===== config.mk =====
export PLATFORM = sky130hd
export DESIGN_NAME = restoring_divider_flat
export DESIGN_NICKNAME = d
export VERILOG_FILES = /design/src/rtl/restoring_divider_if.sv /design/src/rtl/restoring_divider.sv /design/src/flat_wrapper.sv
export SDC_FILE = /design/constraint.sdc
export NUM_CORES = 1
export LEC_CHECK = 0
export BUFFER_PORTS_ARGS = -buffer_cell sky130_fd_sc_hd__buf_2
export CORE_MARGIN = 3
export CORE_UTILIZATION = 40
export DETAILED_ROUTE_END_ITERATION = 10
export SYNTH_ARGS = -nofsm -noshare
export SYNTH_HDL_FRONTEND = slang
export SYNTH_SLANG_ARGS = --single-unit

===== constraint.sdc =====
create_clock -name clk -period 2.8 [get_ports clk]
set_input_delay 0.14 -clock clk [delete_from_list [all_inputs] [get_ports clk]]
set_output_delay 0.14 -clock clk [all_outputs]
set_load 0.05 [all_outputs]

===== src/rtl/restoring_divider_if.sv =====
// Request/response bundle for restoring_divider: start with operands in, status and results out.
interface restoring_divider_if #(
  parameter int W = 8
);
  logic         start;
  logic [W-1:0] x;
  logic [W-1:0] y;
  logic         busy;
  logic         done;
  logic [W-1:0] q;
  logic [W-1:0] r;
  logic         dbz;
  logic         ovf;

  modport master (output start, x, y, input busy, done, q, r, dbz, ovf);
  modport slave  (input start, x, y, output busy, done, q, r, dbz, ovf);
endinterface


===== src/rtl/restoring_divider.sv =====
// Multi-cycle restoring divider, one quotient bit per cycle.
// Define DIV_SIGNED_EN for two's-complement operands; otherwise operands are unsigned.
module restoring_divider #(
  parameter int W = 8
) (
  input logic                clk,
  input logic                rst,
  restoring_divider_if.slave bus
);
  localparam int CW = $clog2(W);

  typedef enum logic [1:0] {IDLE, CALC, FIX, DONE} state_t;

  state_t        r_state, w_next;
  logic [W-1:0]  r_dvd, r_dvs, r_acc, r_q, r_r;
  logic [CW-1:0] r_cnt;
  logic          r_dbz, r_ovf;

  logic [W-1:0]  w_x_mag, w_y_mag, w_q_fix, w_r_fix;
  logic          w_ovf_fix;
  logic          w_y_zero;
  logic [W:0]    w_shift, w_trial;

  assign w_y_zero = (bus.y == '0);
  // The trial difference is one bit wider than the operands so its MSB is a true sign.
  assign w_shift  = {r_acc, r_dvd[W-1]};
  assign w_trial  = w_shift - {1'b0, r_dvs};

`ifdef DIV_SIGNED_EN
  logic r_x_neg, r_y_neg, r_min_by_m1;

  assign w_x_mag   = bus.x[W-1] ? -bus.x : bus.x;
  assign w_y_mag   = bus.y[W-1] ? -bus.y : bus.y;
  assign w_q_fix   = (r_x_neg ^ r_y_neg) ? -r_dvd : r_dvd;
  assign w_r_fix   = r_x_neg ? -r_acc : r_acc;
  assign w_ovf_fix = r_min_by_m1;

  always_ff @(posedge clk or negedge rst) begin
    if (!rst) begin
      r_x_neg     <= 1'b0;
      r_y_neg     <= 1'b0;
      r_min_by_m1 <= 1'b0;
    end else if (r_state == IDLE && bus.start && !w_y_zero) begin
      r_x_neg     <= bus.x[W-1];
      r_y_neg     <= bus.y[W-1];
      r_min_by_m1 <= (bus.x == {1'b1, {(W-1){1'b0}}}) && (bus.y == '1);
    end
  end
`else
  assign w_x_mag   = bus.x;
  assign w_y_mag   = bus.y;
  assign w_q_fix   = r_dvd;
  assign w_r_fix   = r_acc;
  assign w_ovf_fix = 1'b0;
`endif

  always_ff @(posedge clk or negedge rst) begin
    if (!rst) r_state <= IDLE;
    else      r_state <= w_next;
  end

  always_comb begin
    // NOTE: default assigned first so no path through the case leaves w_next unassigned (no latch).
    w_next = r_state;
    case (r_state)
      IDLE: if (bus.start) w_next = w_y_zero ? DONE : CALC;
      CALC: if (r_cnt == CW'(W - 1)) w_next = FIX;
      FIX:  w_next = DONE;
      DONE: w_next = IDLE;
      default: w_next = IDLE;
    endcase
  end

  // NOTE: all state below uses non-blocking assignment so every register sees pre-edge values.
  always_ff @(posedge clk or negedge rst) begin
    if (!rst) begin
      r_dvd <= '0;
      r_dvs <= '0;
      r_acc <= '0;
      r_cnt <= '0;
      r_q   <= '0;
      r_r   <= '0;
      r_dbz <= 1'b0;
      r_ovf <= 1'b0;
    end else begin
      case (r_state)
        IDLE: begin
          if (bus.start) begin
            if (w_y_zero) begin
              r_q   <= '1;
              r_r   <= bus.x;
              r_dbz <= 1'b1;
              r_ovf <= 1'b0;
            end else begin
              r_dvd <= w_x_mag;
              r_dvs <= w_y_mag;
              r_acc <= '0;
              r_cnt <= '0;
            end
          end
        end
        CALC: begin
          // Restore on a negative trial: keep the shifted partial remainder instead.
          r_acc <= w_trial[W] ? w_shift[W-1:0] : w_trial[W-1:0];
          r_dvd <= {r_dvd[W-2:0], ~w_trial[W]};
          r_cnt <= r_cnt + CW'(1);
        end
        FIX: begin
          r_q   <= w_q_fix;
          r_r   <= w_r_fix;
          r_ovf <= w_ovf_fix;
          r_dbz <= 1'b0;
        end
        default: ;
      endcase
    end
  end

  assign bus.busy = (r_state != IDLE);
  assign bus.done = (r_state == DONE);
  assign bus.q    = r_q;
  assign bus.r    = r_r;
  assign bus.dbz  = r_dbz;
  assign bus.ovf  = r_ovf;
endmodule


===== src/flat_wrapper.sv =====
// flat-port wrapper written by rule: the top's interface ports become plain ports
module restoring_divider_flat 
#(
  parameter int W = 8
)
  (clk, rst, bus_start, bus_x, bus_y, bus_busy, bus_done, bus_q, bus_r, bus_dbz, bus_ovf);
  restoring_divider_if #(.W(W)) bus_i ();
  input logic clk;
  input logic rst;
  input wire logic [$bits(bus_i.start)-1:0] bus_start;
  input wire logic [$bits(bus_i.x)-1:0] bus_x;
  input wire logic [$bits(bus_i.y)-1:0] bus_y;
  output wire logic [$bits(bus_i.busy)-1:0] bus_busy;
  output wire logic [$bits(bus_i.done)-1:0] bus_done;
  output wire logic [$bits(bus_i.q)-1:0] bus_q;
  output wire logic [$bits(bus_i.r)-1:0] bus_r;
  output wire logic [$bits(bus_i.dbz)-1:0] bus_dbz;
  output wire logic [$bits(bus_i.ovf)-1:0] bus_ovf;
  assign bus_i.start = bus_start;
  assign bus_i.x = bus_x;
  assign bus_i.y = bus_y;
  assign bus_busy = bus_i.busy;
  assign bus_done = bus_i.done;
  assign bus_q = bus_i.q;
  assign bus_r = bus_i.r;
  assign bus_dbz = bus_i.dbz;
  assign bus_ovf = bus_i.ovf;
  restoring_divider #(.W(W)) u_core (.clk(clk), .rst(rst), .bus(bus_i));
endmodule

==> out/summary.md <==
### Synthesis
- **nets in the synthesized netlist** 294
- **cells after synthesis** 260
- **part of the Yosys area used for sequential elements** 0.461
- **Cell Area, Synth** 2500 sq um
- **Post-Synthesis Mean Instance Area** 9.60 sq um
- **proportion of synthesized flip-flops having asynchronous set or reset** 1.00
- **number of register bits inferred by synthesis** 46
- **post-synth cell types** 34
- **Yosys warnings** 0
- **share of the synthesized area in the top cell type** 0.461
- **EDFF count, synth** 0
- **Post-synth top flop** dfrtp_1
- **leading cell types by total area after synthesis** dfrtp_1 (46%), mux2i_1 (10%), ha_1 (7.0%)
- **cell taking the most area after synthesis** dfrtp_1

### Routing
- **remaining antenna violation count** 0
- **routed via count** 1872
- **DRT iter0 DRCs** 60
- **Routed Wire Length** 5110 microns
- **DR vias/cell** 4.95
- **routed wire length per instance** 13.5 microns
- **DRC Markers** 0
- **count of TritonRoute iterations in the first routing pass** 5

### Global routing
- **total routing usage reported by global routing** 0.150
- **initial antenna violation count** 0
- **wire length of the first global-routing pass** 8670 microns
- **Overflow after GRT** 0
- **via count of the first global-routing pass** 1807
- **pin count of the biggest net entering global routing** 47

### Clock network
- **Clock Tree Root** clkbuf_8
- **count of hold buffers inserted by post-cts repair** 0
- **clock tree from TritonCTS** built
- **source-to-sink clock delay at the later pin of the worst-skew pair** 0.30 ns
- **H-tree depth** 2
- **maximum root-to-sink buffer count** 2
- **Sinks on Clock Net** 46
- **number of buffers created by CTS** 5
- **Reg clk slew, reported paths** 0.09 ns

### Setup path
- **worst path arrival time** 2.86 ns
- **CP max stage cell** or4_2
- **required time at the worst-slack endpoint** 3.04 ns
- **Critical Path Source Type** flip-flop
- **cell-by-cell listing of the critical path** inv_1 > ha_1 > inv_1 > fa_1 > a211oi_2 > nor3_2 > mux2i_1 > a2111oi_4 > or4_2 > nand3_1
- **CP Class** flip-flop to flip-flop
- **largest fanout on the critical path** 3
- **Worst Setup End Kind** flip-flop
- **Max stage delay on crit path** 0.66 ns
- **most frequent cell on the critical path** inv_1

### Final layout
- **synthesis-to-finish area growth** 15.9%
- **net total in the final layout** 336
- **highest-count cells in the layout ignoring fill and taps** dfrtp_1 (46), nand2_1 (40), buf_2 (37)
- **final antenna diode count** 0
- **final core utilization** 0.483
- **final cell count without fillers** 378
- **ratio of cells with drive above 1 in the final layout** 0.215
- **most frequent standard cell in the layout excluding fill and tap cells** dfrtp_1

### Timing
- **hold violation count in the final report** 0
- **Slew headroom** 0.313
- **Final Hold Slack** 0.0116 ns
- **number of slew-limit violations in the final report** 0
- **Final Cycle Share** 0.935
- **RSZ-0062 raised after global routing** false
- **Final setup violation count** 0
- **upper clock frequency limit** 0.382 GHz
- **setup tns final** 0 ns
- **Period minus WS final** 2.62 ns
- **worst-margin pin slew** 1.03 ns
- **maximum clock skew at final layout** 0.0107 ns

### Power and ir drop
- **Clock power frac** 0.110
- **fraction of power spent switching nets** 0.477
- **Internal Power** 0.00195 W
- **Leak Pwr** 1.38 nW
- **logic gate share of total power** 0.597
- **power density over cell area** 1290 nW/um^2
- **NetSw** 0.00177 W
- **maximum vdd drop** 0.692 mV
- **part of the total power dissipated in sequential elements** 0.293

### Place
- **placed wire-length estimate after detailed placement** 3920 microns
- **placed insts** 370
- **final weighted congestion in routability-driven placement** 0.788
- **IO Port Bufs** 37

### Die
- **ports placed on the boundary** 39
- **chip height** 85.0 microns
- **die width** 85.0 microns
- **standard cell core area** 5990 sq um
- **Initial Utilization** 0.417
- **number of standard-cell rows in the floorplan** 28
- **die area** 7220 sq um

### Run status
- **outcome** finished, final reports clean

### Flow run
- **reported max-cap violation count** 0

### Min path
- **min-delay worst type** primary input to async pin

-- per-stage QoR --
step	total power [W]	setup slack, ns	area [sq um]
floorplan	0.00281	0.0563	2500
global placement	0.00331	0.168	2800
detailed placement	0.00334	0.114	2800
CTS	0.00376	0.112	2890
global route	0.00406	0.0793	2890
finish	0.00372	0.183	2890
-- power by group through the flow --
stage	Sequential, W	Combinational, W	Clock [W]
floorplan	0.00138	0.00143	0
global placement	0.00110	0.00221	0
detailed placement	0.00111	0.00223	0
CTS	0.00109	0.00224	0.000429
global route	0.00113	0.00247	0.000458
finish	0.00109	0.00222	0.000409
-- synth_stat cells (all sizes together) (8+ instances only) --
master,number
nor2,13
mux2i,25
nand2,40
dfrtp,46
a21oi,8
clkbuf,8
inv,23
ha,14
o21ai,39
a31oi,8
-- flip-flops by register name, summed over array words and instances, names as in the netlist --
signal          cells
u_core.bus.dbz      1
u_core.r_cnt        3
u_core.bus.r        8
u_core.r_dvs        8
u_core.r_acc        8
u_core.r_dvd        8
u_core.bus.q        8
u_core.r_state      2
-- kinds of logic after synthesis --
family                   synth area share
multiplexers                        0.115
AND/OR/NAND/NOR                     0.127
AO/OA/AOI/OAI                       0.145
adder cells (fa/ha/maj)            0.0782
flip-flops                          0.461
XOR/XNOR                           0.0175
other                             0.00150
buffers and inverters              0.0536
-- final timing paths --
| check | to | from | cells after the start | slack, ns |
|---|---|---|---|---|
| min reg2reg | u_core.bus.r[0] | u_core.bus.r[0] | 2 | 0.48 |
| min | u_core.r_state[0] | rst | 1 | 0.01 |
| min in group clk | u_core.r_dvs[3] | bus_y[3] | 3 | 0.05 |
| max reg2reg | u_core.r_acc[7] | u_core.r_dvd[7] | 10 | 0.18 |
| max in group asynchronous | u_core.r_dvs[0] | rst | 1 | 2.14 |
| max | u_core.r_acc[7] | u_core.r_dvd[7] | 10 | 0.18 |
-- final cells by class --
type                       instances  area (sq um)
fill                             586          3100
multi-input combinational        180          1210
sequential                        46          1150
timing repair buffer              46           256
tap                               75          93.8
inverter                          23          86.3
clock buffer                       5          68.8
clock inverter                     3          21.3
-- worst max-delay path: cells and delay by family, from the launching register on --
family,cells,cell delay [ns]
buffers and inverters,2,0.13
adder cells (fa/ha/maj),2,0.56
AND/OR/NAND/NOR,3,0.85
multiplexers,1,0.25
AO/OA/AOI/OAI,2,0.39
flip-flops,1,0.38
-- repair_timing --
action | 4_1_cts | 5_1_grt
setup buffers | 0 | 0
endpoints found under the setup margin | 0 | 6
resized for setup | 0 | 1
-- per-layer routing --
| layer | up-vias | track usage | wire length (microns) |
|---|---|---|---|
| li1 | 967 | - | - |
| met1 | 869 | 0.206 | 2540 |
| met2 | 31 | 0.241 | 2320 |
| met3 | 5 | 0.0350 | 207 |
| met4 | 0 | 0.0388 | 42 |
| met5 | - | 0 | 0 |
(Power assumes the default switching activity.)
